$ cat src/rtl/if_id_queue_pkg.sv
// Shared widths, the queue entry payload and the empty-zero head select
// for the fetch-to-decode instruction queue.
package if_id_queue_pkg;

  localparam int unsigned WORD_LEN  = 32;
  localparam int unsigned IFQ_DEPTH = 4;

  // One fetched word as it travels from IF to ID.
  typedef struct packed {
    logic [WORD_LEN-1:0] pc;
    logic [WORD_LEN-1:0] instr;
  } ifq_entry_t;

  // Head select: pass the stored entry when valid, all zeros when empty.
  function automatic ifq_entry_t ifq_head_sel(input logic valid, input ifq_entry_t entry);
    return valid ? entry : '0;
  endfunction

endpackage

$ cat src/rtl/if_queue_mem.sv
// Storage for the instruction queue: DEPTH entries, one synchronous write
// port and one asynchronous read port. Contents are not reset.
// Ports:
//   clk      rising-edge clock
//   we_i     write enable
//   waddr_i  write address
//   wdata_i  entry to write
//   raddr_i  read address
//   rdata_o  entry at raddr_i (combinational)
module if_queue_mem
  import if_id_queue_pkg::*;
#(
  parameter int unsigned DEPTH = IFQ_DEPTH,
  parameter int unsigned AW    = $clog2(DEPTH)
) (
  input  logic          clk,
  input  logic          we_i,
  input  logic [AW-1:0] waddr_i,
  input  ifq_entry_t    wdata_i,
  input  logic [AW-1:0] raddr_i,
  output ifq_entry_t    rdata_o
);

  ifq_entry_t mem_q [DEPTH];

  always_ff @(posedge clk) begin
    if (we_i) begin
      mem_q[waddr_i] <= wdata_i;
    end
  end

  assign rdata_o = mem_q[raddr_i];

endmodule

$ cat src/rtl/if_id_queue.sv
// Fetch-side instruction queue between IF and ID. Captures one
// {pc, instruction} pair every cycle IF is not frozen, freezes IF when full,
// presents the head to ID under a valid/stall handshake and discards all
// contents on a taken branch.
// Ports:
//   clk             rising-edge clock
//   rst             synchronous active-high reset
//   if_pc           PC driven by IF
//   if_instruction  instruction at if_pc
//   flush           taken-branch kill (IF's brTaken)
//   freeze          stall request to IF, high when full
//   id_stall        ID cannot accept the head this cycle
//   id_valid        head entry present
//   id_pc           PC of head entry (0 when empty)
//   id_instruction  instruction of head entry (0 when empty)
//   count           current occupancy, 0..DEPTH
module if_id_queue
  import if_id_queue_pkg::*;
#(
  parameter int unsigned DEPTH = IFQ_DEPTH
) (
  input  logic                     clk,
  input  logic                     rst,
  input  logic [WORD_LEN-1:0]      if_pc,
  input  logic [WORD_LEN-1:0]      if_instruction,
  input  logic                     flush,
  output logic                     freeze,
  input  logic                     id_stall,
  output logic                     id_valid,
  output logic [WORD_LEN-1:0]      id_pc,
  output logic [WORD_LEN-1:0]      id_instruction,
  output logic [$clog2(DEPTH):0]   count
);

  localparam int unsigned PTR_W = $clog2(DEPTH);
  localparam int unsigned CNT_W = PTR_W + 1;

  logic [PTR_W-1:0] wr_ptr_q, wr_ptr_d;
  logic [PTR_W-1:0] rd_ptr_q, rd_ptr_d;
  logic [CNT_W-1:0] count_q, count_d;
  logic             push;
  logic             pop;
  ifq_entry_t       wr_entry;
  ifq_entry_t       head_raw;
  ifq_entry_t       head;

  // Status is decoded from registered occupancy only; no path from id_stall/flush.
  assign freeze   = (count_q == CNT_W'(DEPTH));
  assign id_valid = (count_q != '0);
  assign count    = count_q;

  // IF always presents a valid word, so every non-frozen, non-flushed cycle pushes.
  assign push = ~freeze & ~flush;
  assign pop  = id_valid & ~id_stall & ~flush;

  assign wr_entry.pc    = if_pc;
  assign wr_entry.instr = if_instruction;

  if_queue_mem #(
    .DEPTH (DEPTH),
    .AW    (PTR_W)
  ) u_mem (
    .clk     (clk),
    .we_i    (push),
    .waddr_i (wr_ptr_q),
    .wdata_i (wr_entry),
    .raddr_i (rd_ptr_q),
    .rdata_o (head_raw)
  );

  // Stale storage is never exposed: empty queue drives zeros to ID.
  assign head           = ifq_head_sel(id_valid, head_raw);
  assign id_pc          = head.pc;
  assign id_instruction = head.instr;

  // Pointer/occupancy next state; flush drops everything including this cycle's word.
  always_comb begin
    wr_ptr_d = wr_ptr_q;
    rd_ptr_d = rd_ptr_q;
    count_d  = count_q;
    if (flush) begin
      wr_ptr_d = '0;
      rd_ptr_d = '0;
      count_d  = '0;
    end else begin
      if (push) wr_ptr_d = wr_ptr_q + PTR_W'(1);
      if (pop)  rd_ptr_d = rd_ptr_q + PTR_W'(1);
      case ({push, pop})
        2'b10:   count_d = count_q + CNT_W'(1);
        2'b01:   count_d = count_q - CNT_W'(1);
        default: count_d = count_q;
      endcase
    end
  end

  always_ff @(posedge clk) begin
    if (rst) begin
      wr_ptr_q <= '0;
      rd_ptr_q <= '0;
      count_q  <= '0;
    end else begin
      wr_ptr_q <= wr_ptr_d;
      rd_ptr_q <= rd_ptr_d;
      count_q  <= count_d;
    end
  end

  // Occupancy can never exceed DEPTH.
  always_ff @(posedge clk) begin
    if (!rst) begin
      assert (count_q <= CNT_W'(DEPTH));
    end
  end

endmodule

$ cat config.mk
export PLATFORM = sky130hd
export DESIGN_NAME = if_id_queue
export DESIGN_NICKNAME = d
export VERILOG_FILES = /design/src/rtl/if_id_queue_pkg.sv /design/src/rtl/if_queue_mem.sv /design/src/rtl/if_id_queue.sv
export SDC_FILE = /design/constraint.sdc
export NUM_CORES = 1
export LEC_CHECK = 0
export CORE_ASPECT_RATIO = 1.1
export CORE_MARGIN = 5
export CORE_UTILIZATION = 48
export DETAILED_ROUTE_END_ITERATION = 16
export PLACE_DENSITY = 0.74
export SYNTH_ARGS = -nofsm -noshare
export SYNTH_HDL_FRONTEND = slang
export SYNTH_SLANG_ARGS = --single-unit
$ cat constraint.sdc
create_clock -name clk -period 6 [get_ports clk]
set_input_delay 1.2 -clock clk [delete_from_list [all_inputs] [get_ports clk]]
set_output_delay 1.2 -clock clk [all_outputs]
set_load 0.01 [all_outputs]
Word level (Yosys, flattened, before mapping)

Memories as Yosys holds them, arrays and structs flattened. A register that Yosys moved wholly into a read port is not among the register bits.
Cells that the tools add are included.

Equality and inequality tests: 3
$add $sub $neg: 4
Bitwise logic cells: 6
Shifts and indexed selects: 0
$lt $le $gt $ge: 0
Divide/modulo/power cells: 0
Muxes and demuxes: 6
Multipliers: 0
Reduce and logical (&&, ||, !) cells: 3

Operators by type and width:

| operator              | count |
|---|---|
| $mux W64              | 1 |
| $pmux W3 S2           | 1 |
| $add A2 B1 Y2 const B | 2 |
| $mux W2               | 2 |
| $add A3 B1 Y3 const B | 1 |
| $and A1 B1 Y1         | 3 |
| $eq A3 B3 Y1 const B  | 1 |
| $not A1 Y1            | 3 |
| $reduce_bool A3 Y1    | 1 |
| $sub A3 B1 Y3 const B | 1 |
| $eq A2 B1 Y1 const B  | 1 |
| $eq A2 B2 Y1 const B  | 1 |
| $mux W1               | 2 |
| $reduce_bool A2 Y1    | 1 |
| $reduce_or A2 Y1      | 1 |

Register bits after elaboration: 7
Memory bits (read-only): 0
Memories kept: 1
Logic and storage cells: 26
RAM bits: 256
Input bits: 68
Latch bits: 0

Memory list:

| memory      | depth | width | read ports | clocked after Yosys merged registers in | wr ports | RTL line           | source |
|---|---|---|---|---|---|---|---|
| u_mem.mem_q | 4     | 64    | 1          | 1                                       | 1        | if_queue_mem.sv:24 | `ifq_entry_t mem_q [DEPTH];` |

Logic depth before layout (Yosys ltp)

Gate-level depths: netlist (run 1).

Depth after elaboration: 5
Depth in mapped cells: 7
Depth with buffers taken out: 7

By module

From an unflattened synthesis (run 1), not the netlist that was laid out.

Cells, all modules: 452
Area total of the unflattened synthesis: 10173.5 um^2

By module, submodules not included:

| module       | times used | cells an instance | sequential area each (um^2) | area each (um^2) |
|---|---|---|---|---|
| if_queue_mem | 1          | 338               | 7687.4                      | 9341.5 |
| if_id_queue  | 1          | 114               | 140.1                       | 832.0 |

Worst setup path before layout (run 1)

No wires, ideal clock.

Path kind: input to register
From: in flush
To: mem u_mem.mem_q[0][0] (netlist name) (enable)
Stages on the path: 2
Buffers on the path: 0
Setup time: 0.429 ns
Setup slack: 2.650 ns
Data required time: 5.571 ns
Arrival: 2.921 ns
Cells stage by stage: nor2_1 -> and2_1

Cells in the longest elaborated chain, start to end: 4

RTL lines:

| what                          | RTL line           | source |
|---|---|---|
| start: declaration            | if_id_queue.sv:26  | `input logic flush,` |
| $not A1 Y1                    | if_id_queue.sv:53  | `assign push = ~freeze & ~flush;` |
| $and A1 B1 Y1                 | if_id_queue.sv:53  |  |
| $mux W1                       | if_queue_mem.sv:27 | `if (we_i) begin` |
| $mux W1 (implied by the code) | if_queue_mem.sv:28 | `mem_q[waddr_i] <= wdata_i;` |
| end: declaration              | if_queue_mem.sv:24 |  |

Every way passes these cells.

==> results of run 1 <==
-- per-layer routing --
metal  track usage  vias up  part of all wire
met5             0        -                 0
met4        0.0429        0             0.017
met3        0.0302       28             0.054
met2         0.276      123              0.53
met1         0.197     2488              0.40
li1              -     2144                 -
-- power breakdown --
group | internal (mW) | switching, mW
combinational | 0.131 | 0.106
clock | 0.902 | 0.626
sequential | 2.09 | 0.0178
total | 3.12 | 0.749
-- sequential cells by signal, indices dropped and copies added (netlist names), named ones only --
signal / count
count: 3
rd_ptr_q: 2
u_mem.mem_q: 256
wr_ptr_q: 2
-- final timing paths --
path	depth (start not counted)	endpoint	startpoint	slack (ns)
hold reg to reg	2	register	rd_ptr_q[1]	0.53
hold / removal	2	register	rd_ptr_q[1]	0.53
setup / recovery	4	id_pc[0]	register	1.58
setup reg to reg	3	u_mem.mem_q[2][18]	count[0]	3.74
-- logic make-up after synthesis --
logic type / after synthesis / share of synthesized area
buffers and inverters: 26 / 0.0213
adders and majority gates: 5 / 0.00612
and+or+nand+nor: 86 / 0.0515
AOI/OAI and AO/OA: 7 / 0.00343
xor gates and xnor gates: 3 / 0.00257
muxes: 67 / 0.145
DFF: 265 / 0.770
-- layout by cell type (no fill, tap or decap), types with 3 or more instances in the layout --
cell type,n
clkbuf_16,27
mux4_1,4
and2_4,4
mux4_2,60
clkinv_2,6
o21ai_0,3
dfxtp_1,7
edfxtp_1,256
and2_1,64
clkdlybuf4s50_1,136
clkinv_1,7
clkbuf_1,5
inv_1,3
or3_1,4
ha_1,5
nor2_1,6
mux2i_1,3
a21oi_1,4
-- cell type report --
cell class	count	area share
well taps	290	0.0288
multi-input cells	168	0.171
repair buffers	137	0.109
clock inverters	15	0.00925
clock buffers	32	0.0552
flip-flops and latches	265	0.626
inverters	4	0.00119
-- worst min-delay path: stages (launching register included) --
cell	delay (ns)
dfxtp_1	0.31
o21ai_0	0.08
a21oi_1	0.09
-- per-stage QoR --
step	hold slack, ns	cells	area [sq um]
4_1_cts	0.527	911	12600
2_1_floorplan	0.459	459	10200
6_report	0.531	911	12600
3_5_place_dp	0.514	864	11800
3_3_place_gp	0.455	864	11800
5_1_grt	0.553	911	12600
==> run metrics, run 1 <==
Post-CTS Resized=0; CTS sink cnt=roughly 270; worst-margin pin slew=around 1.1 ns; root buffer cell=clkbuf_16; Num CTS Buffers=26; post-synth top area share=0.752; flops & latches, synth=~270; Remaining DRCs=0; hold crit path type=register to register; Ys Warns=0; Synth cell types=27; clock-pin slew on the worst setup and hold paths=~0.060 ns; Yosys top cell by area=edfxtp_1; Post-synth EDFFs=256; CTS tree=yes; Worst path max stage delay=approximately 1.1 ns; Final Critical Period=4.42 ns; Total Neg Setup Slack=0 ns; Die Height=163 microns; Synth area leaders=edfxtp_1 (75%), mux4_2 (13%), and2_1 (4.2%); Critical Path AT=about 3.2 ns; worst-skew pair later-pin latency=approximately 0.5 ns; H-tree Lvls=1; DP HPWL=around 11000 microns; worst-case clock buffer depth=3; core area=21200 sq um; Detailed Routing Iterations Pass 1=4; Iter 0 DRT Violations=between 200 and 250; Max stage delay cell, worst path=dfxtp_4; Syn Nets=around 530; WL/cell=around 20 microns; Power Total=~3.9 mW; fill count=1535; synthesis-to-layout area growth=23.1%; Buffers on Ports=around 140; final design utilization=0.594; starting density of the core=0.483; RePlAce Congestion=about 0.76; RSZ-0062 raised after global routing=false; final wirelength=18500 microns; dpl ws=roughly 2.0 ns; cell count after synthesis=~460; Crit path required time=roughly 4.8 ns; status=completed; fin nets=roughly 680; worst path cell trace=buf_4, mux4_2, and2_1, clkdlybuf4s50_1; ANT cells=0; row count=56; VDD IR max=0.000225 V; largest net degree at the start of global routing=66; register area=7880 sq um; Hold Violations, Final=0; crit-path leading delay family=flip-flops; Post-CTS Hold Fix Bufs=0; final worst slack=between 1.5 and 2 ns; top post-synthesis cells by count=edfxtp_1 (256), and2_1 (68), mux4_2 (60); PD cells=approximately 310 nW/um^2; IO Count=between 100 and 150; number of antenna violations at the first check in global routing=0; crit path max fanout=between 50 and 60; die width=~150 microns; Buf/Inv on CP=2; leakage power=3.99 nW; WS Path Type=register to output pin; all-layer global routing usage=0.155; async set-reset flop share out of synthesis=0; clk_skew=0.00581 ns; Final Max Tran Viols=0; Final Setup Violations=0; synthesized area=around 10000 sq um; vias in the first global route=between 5000 and 6000; setup bufs post-CTS=0; post-route ant nets=0; via density per instance=around 5.3; count leader, synth=edfxtp_1; grt total ovfl=0; Max-cap violations=0; Mapped Avg Cell Area=roughly 22 sq um; startpoint types=register; routed vias=4783; footprint of the multi-input gates=about 2100 sq um; layout cells sized above 1=0.171; CP Capture Type=output pin; sequential cell area fraction in the yosys report=0.770; first-pass GRT wire length=between 20000 and 30000 microns; Synth Flop Type=edfxtp_1; Fmax achieved=around 0.23 GHz; max_slew headroom=0.254; die footprint=~24000 sq um; fin crit share=0.737
No activity file was read; power rests on OpenSTA's default activity.
==> inputs of run 2 (changes only) <==
--- a/config.mk
+++ b/config.mk
@@ -9,7 +9,7 @@
 export CORE_MARGIN = 5
 export CORE_UTILIZATION = 48
 export DETAILED_ROUTE_END_ITERATION = 16
-export PLACE_DENSITY = 0.74
+export PLACE_DENSITY = 0.77
 export SYNTH_ARGS = -nofsm -noshare
 export SYNTH_HDL_FRONTEND = slang
 export SYNTH_SLANG_ARGS = --single-unit
==> constraint.sdc (replaced) <==
create_clock -name clk -period 3.7 [get_ports clk]
set_input_delay 0.74 -clock clk [delete_from_list [all_inputs] [get_ports clk]]
set_output_delay 0.74 -clock clk [all_outputs]
set_load 0.01 [all_outputs]
==> run 2 against run 1 <==
  * Clock skew is 0.0043 ns higher
  * Cell area rose by 0.66%
  * Sequential power is 62% higher
  * Total power is 58% higher
  * Via count rose by 1.1%
  * Critical path depth is 1 higher
  * Flip-flop and latch count is the same
  * Highest routed layer is now met5
==> run metrics, run 2 (synthesized netlist as in run 1, its figures left out) <==
worst-skew pair later-pin latency=around 0.5 ns; number of antenna violations at the first check in global routing=1; grt total ovfl=0; die width=between 100 and 150 microns; via density per instance=between 5 and 6; Post-CTS Hold Fix Bufs=0; VDD IR max=0.000368 V; Iter 0 DRT Violations=around 280; status=completed; power share of the combinational group=0.066; RSZ-0062 raised after global routing=false; Remaining DRCs=0; internal power=slightly below 5 mW; Final Max Tran Viols=0; RePlAce Congestion=around 0.7; fin crit share=0.935; die footprint=24300 sq um; leakage power=roughly 4.0 nW; root buffer cell=clkbuf_16; Total Neg Setup Slack=0 ns; fin nets=between 600 and 700; Power Total=between 6 and 7 mW; CTS sink cnt=~270; synthesis-to-layout area growth=23.9%; Switch Pwr=1.18 mW; CTS tree=yes; CP Capture Type=output pin; core area=around 21000 sq um; starting density of the core=0.483; largest net degree at the start of global routing=48; WS Path Type=register to output pin; crit path max fanout=43; first-pass GRT wire length=approximately 31000 microns; Worst Hold End=count[2]; hold path depth=2; Post-CTS Resized=0; Hold Violations, Final=0; hold crit path type=register to register; crit-path leading delay family=buffers and inverters; PD cells=between 400 and 500 nW/um^2; DP HPWL=between 10000 and 15000 microns; worst-margin pin slew=about 0.58 ns; Critical R2R Launch=count[0]; clk_skew=0.0101 ns; R2R setup slack=1.55 ns; startpoint types=register; layout cells sized above 1=0.184; Max stage delay cell, worst path=clkdlybuf4s50_1; all-layer global routing usage=0.166; setup bufs post-CTS=0; ANT cells=0; WL/cell=between 20 and 25 microns; most common cell after layout, fill and taps aside=edfxtp_1; routed vias=roughly 4800; Detailed Routing Iterations Pass 1=4; Buf/Inv on CP=3; final wirelength=19600 microns; Top reg by flops=u_mem.mem_q; Seq pwr share=0.556; fill count=about 1500; row count=56; Final Critical Period=approximately 3.5 ns; commonest cells after routing, fill and taps aside=edfxtp_1 (256), clkdlybuf4s50_1 (136), and2_1 (64), mux4_2 (60), clkbuf_16 (25); Max-cap violations=0; worst-case clock buffer depth=3; IO Count=~140; clock-pin slew on the worst setup and hold paths=~0.06 ns; max_slew headroom=0.611; Switching Share=0.193; post-route ant nets=0; H-tree Lvls=1; Num CTS Buffers=25; max FFs per register=between 200 and 300; Worst path max stage delay=0.55 ns; Critical Path AT=between 2 and 3 ns; Crit path required time=between 2 and 3 ns; reg2reg end=u_mem.mem_q[2][18]; Clk network pwr share=0.378; Final Setup Violations=0; worst path cell trace=nor3_2, inv_2, buf_4, and2_1, clkdlybuf4s50_1; Buffers on Ports=between 100 and 150; min-delay src=count[2]; Fmax achieved=0.289 GHz; Die Height=about 160 microns; r2r worst-path depth=4; vias in the first global route=~5500
==> run 2: cell types whose count changed in the layout (fill, tap and decap cells not counted) <==
cell,change
clkinv_1,-6
clkbuf_16,-2
buf_4,+4
buf_12,+6
bufinv_16,-1
clkbuf_1,+2
clkbuf_8,+2
==> run 2: layout make-up <==
cell class | instances | area, sq um | share of cell area
Clock buffer | 34 | 679 | 0.0537
Clock inverter | 8 | 63.8 | 0.00504
Inverter | 4 | 15.0 | 0.00119
Multi-Input combinational cell | 168 | 2150 | 0.170
Sequential cell | 265 | 7880 | 0.622
Tap cell | 290 | 363 | 0.0287
Timing Repair Buffer | 147 | 1520 | 0.120
==> run 2: worst max path at each step <==
| stage | from | to | slack, ns | cells after the start |
|---|---|---|---|---|
| 3_3_place_gp | register | id_instruction[1] | 0.77 | 4 |
| 6_report | count[0] | id_instruction[3] | 0.24 | 5 |
| 4_1_cts | count[0] | id_instruction[0] | 0.17 | 5 |
| 3_5_place_dp | count[0] | id_instruction[0] | 0.72 | 5 |
| 5_1_grt | count[0] | id_instruction[0] | 0.03 | 5 |
| 2_1_floorplan | flush | u_mem.mem_q[0][0] | 0.81 | 2 |
==> run 2: per-layer routing <==
metal / vias up / GRT usage / part of all wire
met5: - / 0 / 0.0010
met4: 2 / 0.0420 / 0.017
met3: 27 / 0.0314 / 0.049
met2: 124 / 0.291 / 0.52
met1: 2519 / 0.214 / 0.41
li1: 2164 / - / -
==> run 2: per-stage QoR <==
stage	std cells	hold slack, ns	cell area [sq um]	worst slack (ns)	util
floorplan	459	0.459	10200	0.810	-
finish	916	0.530	12700	0.240	0.598
global placement	874	0.457	11900	0.770	0.563
CTS	916	0.526	12700	0.166	0.598
detailed placement	874	0.519	11900	0.718	0.563
global route	916	0.575	12700	0.0276	0.598
==> run 2: power groups by stage <==
stage	registers (mW)	logic, mW	clock network (mW)
2_1_floorplan	3.47	0.179	0
3_3_place_gp	3.47	0.399	0
4_1_cts	3.41	0.412	2.37
5_1_grt	3.41	0.436	2.51
3_5_place_dp	3.47	0.410	0
6_report	3.41	0.404	2.32
==> run 2: worst min-delay path: cells and delay by family (launching register included) <==
| kind | cells | cell delay, ns |
|---|---|---|
| multiplexers | 1 | 0.05 |
| flip-flops | 1 | 0.35 |
| AND/OR/NAND/NOR | 1 | 0.07 |
==> inputs of run 3 (changes only) <==
--- a/config.mk
+++ b/config.mk
@@ -7,9 +7,9 @@
 export LEC_CHECK = 0
 export CORE_ASPECT_RATIO = 1.1
 export CORE_MARGIN = 5
-export CORE_UTILIZATION = 48
+export CORE_UTILIZATION = 30
 export DETAILED_ROUTE_END_ITERATION = 16
-export PLACE_DENSITY = 0.77
+export PLACE_DENSITY = 0.54
 export SYNTH_ARGS = -nofsm -noshare
 export SYNTH_HDL_FRONTEND = slang
 export SYNTH_SLANG_ARGS = --single-unit
==> run 3 against run 2 <==
  * Combinational power up 2%
  * Setup slack better by 0.059 ns
  * Fmax up 1.7%
  * Clock skew down 0.0031 ns
  * Non-clock buffer count up 3
  * Via count up 0.21%
  * Clock power about the same
  * Critical path depth unchanged
  * Critical endpoint is now id_pc[30]
  * First-iteration DRC count down 24%
  * Critical path type unchanged
==> run metrics, run 3 (synthesized netlist as in run 1, its figures left out) <==
RSZ-0062 raised after global routing=false; Critical Path AT=between 2 and 3 ns; WL/cell=19.4 microns; Worst path max stage delay=around 0.56 ns; largest net degree at the start of global routing=37; worst-skew pair later-pin latency=just over 0.5 ns; commonest cells after routing, fill and taps aside=edfxtp_1 (256), clkdlybuf4s50_1 (136), and2_1 (64), mux4_2 (60), clkbuf_16 (27); first-pass GRT wire length=about 32000 microns; Fmax achieved=0.294 GHz; H-tree Lvls=1; Detailed Routing Iterations Pass 1=4; starting density of the core=0.301; most common cell after layout, fill and taps aside=edfxtp_1; Hold Violations, Final=0; crit path max fanout=34; leakage power=4.04 nW; vias in the first global route=approximately 5400; Final Critical Period=roughly 3.4 ns; all-layer global routing usage=0.109; CP Capture Type=output pin; final design utilization=0.379; fin nets=between 600 and 700; startpoint types=register; Top reg by flops=u_mem.mem_q; number of antenna violations at the first check in global routing=2; layout cells sized above 1=0.184; via density per instance=4.53; CTS sink cnt=265; routed vias=4846; die footprint=between 30000 and 40000 sq um; root buffer cell=clkbuf_16; Final Setup Violations=0; clk_skew=about 0.007 ns; Cell Count, Final, Fillers Out=~1100; final wirelength=~21000 microns; Total Neg Setup Slack=0 ns; Buffers on Ports=roughly 140; WS Path Type=register to output pin; fin crit share=0.919; Iter 0 DRT Violations=approximately 220; CTS tree=yes; worst path cell trace=nor3_2, inv_2, buf_12, and2_1, clkdlybuf4s50_1; grt total ovfl=0; setup bufs post-CTS=0; Num CTS Buffers=27; worst-case clock buffer depth=3; Cell Count Post-Placement=slightly above 1000; Die Height=approximately 200 microns; post-route ant nets=0; worst-margin pin slew=0.620 ns; Max-cap violations=0; hold crit path type=register to register; clock-pin slew on the worst setup and hold paths=about 0.060 ns; synthesis-to-layout area growth=25.8%; max_slew headroom=0.586; DP HPWL=13000 microns; IO Count=137; die width=roughly 190 microns; RePlAce Congestion=just under 0.7; ANT cells=0; Post-CTS Resized=0; Post-CTS Hold Fix Bufs=0; Final Max Tran Viols=0; VDD IR max=between 0.0002 and 0.0003 V; core area=around 34000 sq um; max FFs per register=approximately 260; Crit path required time=just under 3 ns; PD cells=around 480 nW/um^2; row count=between 70 and 80; Remaining DRCs=0; status=completed; Max stage delay cell, worst path=clkdlybuf4s50_1
-- run 3: changes by cell type in the layout (fill, tap and decap cells not counted), sizes merged --
cell	change
buf	+3
bufinv	-1
clkbuf	-1
clkinv	+5
-- run 3: path summary, 6_finish.rpt --
check              start                 end  slack [ns]  cells past startpoint
max reg2reg     count[0]  u_mem.mem_q[0][46]        1.65                      4
max             count[0]           id_pc[30]        0.30                      5
min reg2reg  rd_ptr_q[1]            register        0.50                      2
min          rd_ptr_q[1]            register        0.50                      2
-- run 3: worst max-delay path, delay by kind of cell, from the launching register on --
family,cells,cell delay (ns)
buf+inv,3,1.30
flops,1,0.48
simple gates,2,0.34
-- run 3: metal layers --
metal	GRT usage	wire length (microns)	vias to the layer above
li1	-	-	2169
met1	0.143	8830	2537
met2	0.184	10400	111
met3	0.0301	1320	27
met4	0.0216	255	2
met5	0	13	-
-- run 3: final cells by class --
type	count	area [sq um]
Fill cell	3088	21100
Inverter	4	15.0
Timing Repair Buffer	150	1530
Multi-Input combinational cell	168	2150
Clock inverter	12	51.3
Sequential cell	265	7880
Tap cell	438	548
Clock buffer	33	698
-- run 3: metrics by stage --
stage                     hold slack (ns)  area, sq um  worst slack, ns  total power, mW
after floorplan                     0.459        10200            0.810             3.65
after global placement              0.464        12100            0.842             3.88
after detailed placement            0.488        12100            0.760             3.90
after CTS                           0.497        12900            0.190             6.26
after global routing                0.540        12900           0.0745             6.42
final                               0.499        12900            0.299             6.16
-- run 3: power by group --
part           leakage, nW  switching (mW)  total [mW]  internal [mW]
logic                 1.25           0.186       0.412          0.225
registers             2.43          0.0215        3.41           3.38
clock network        0.370            1.02        2.34           1.32
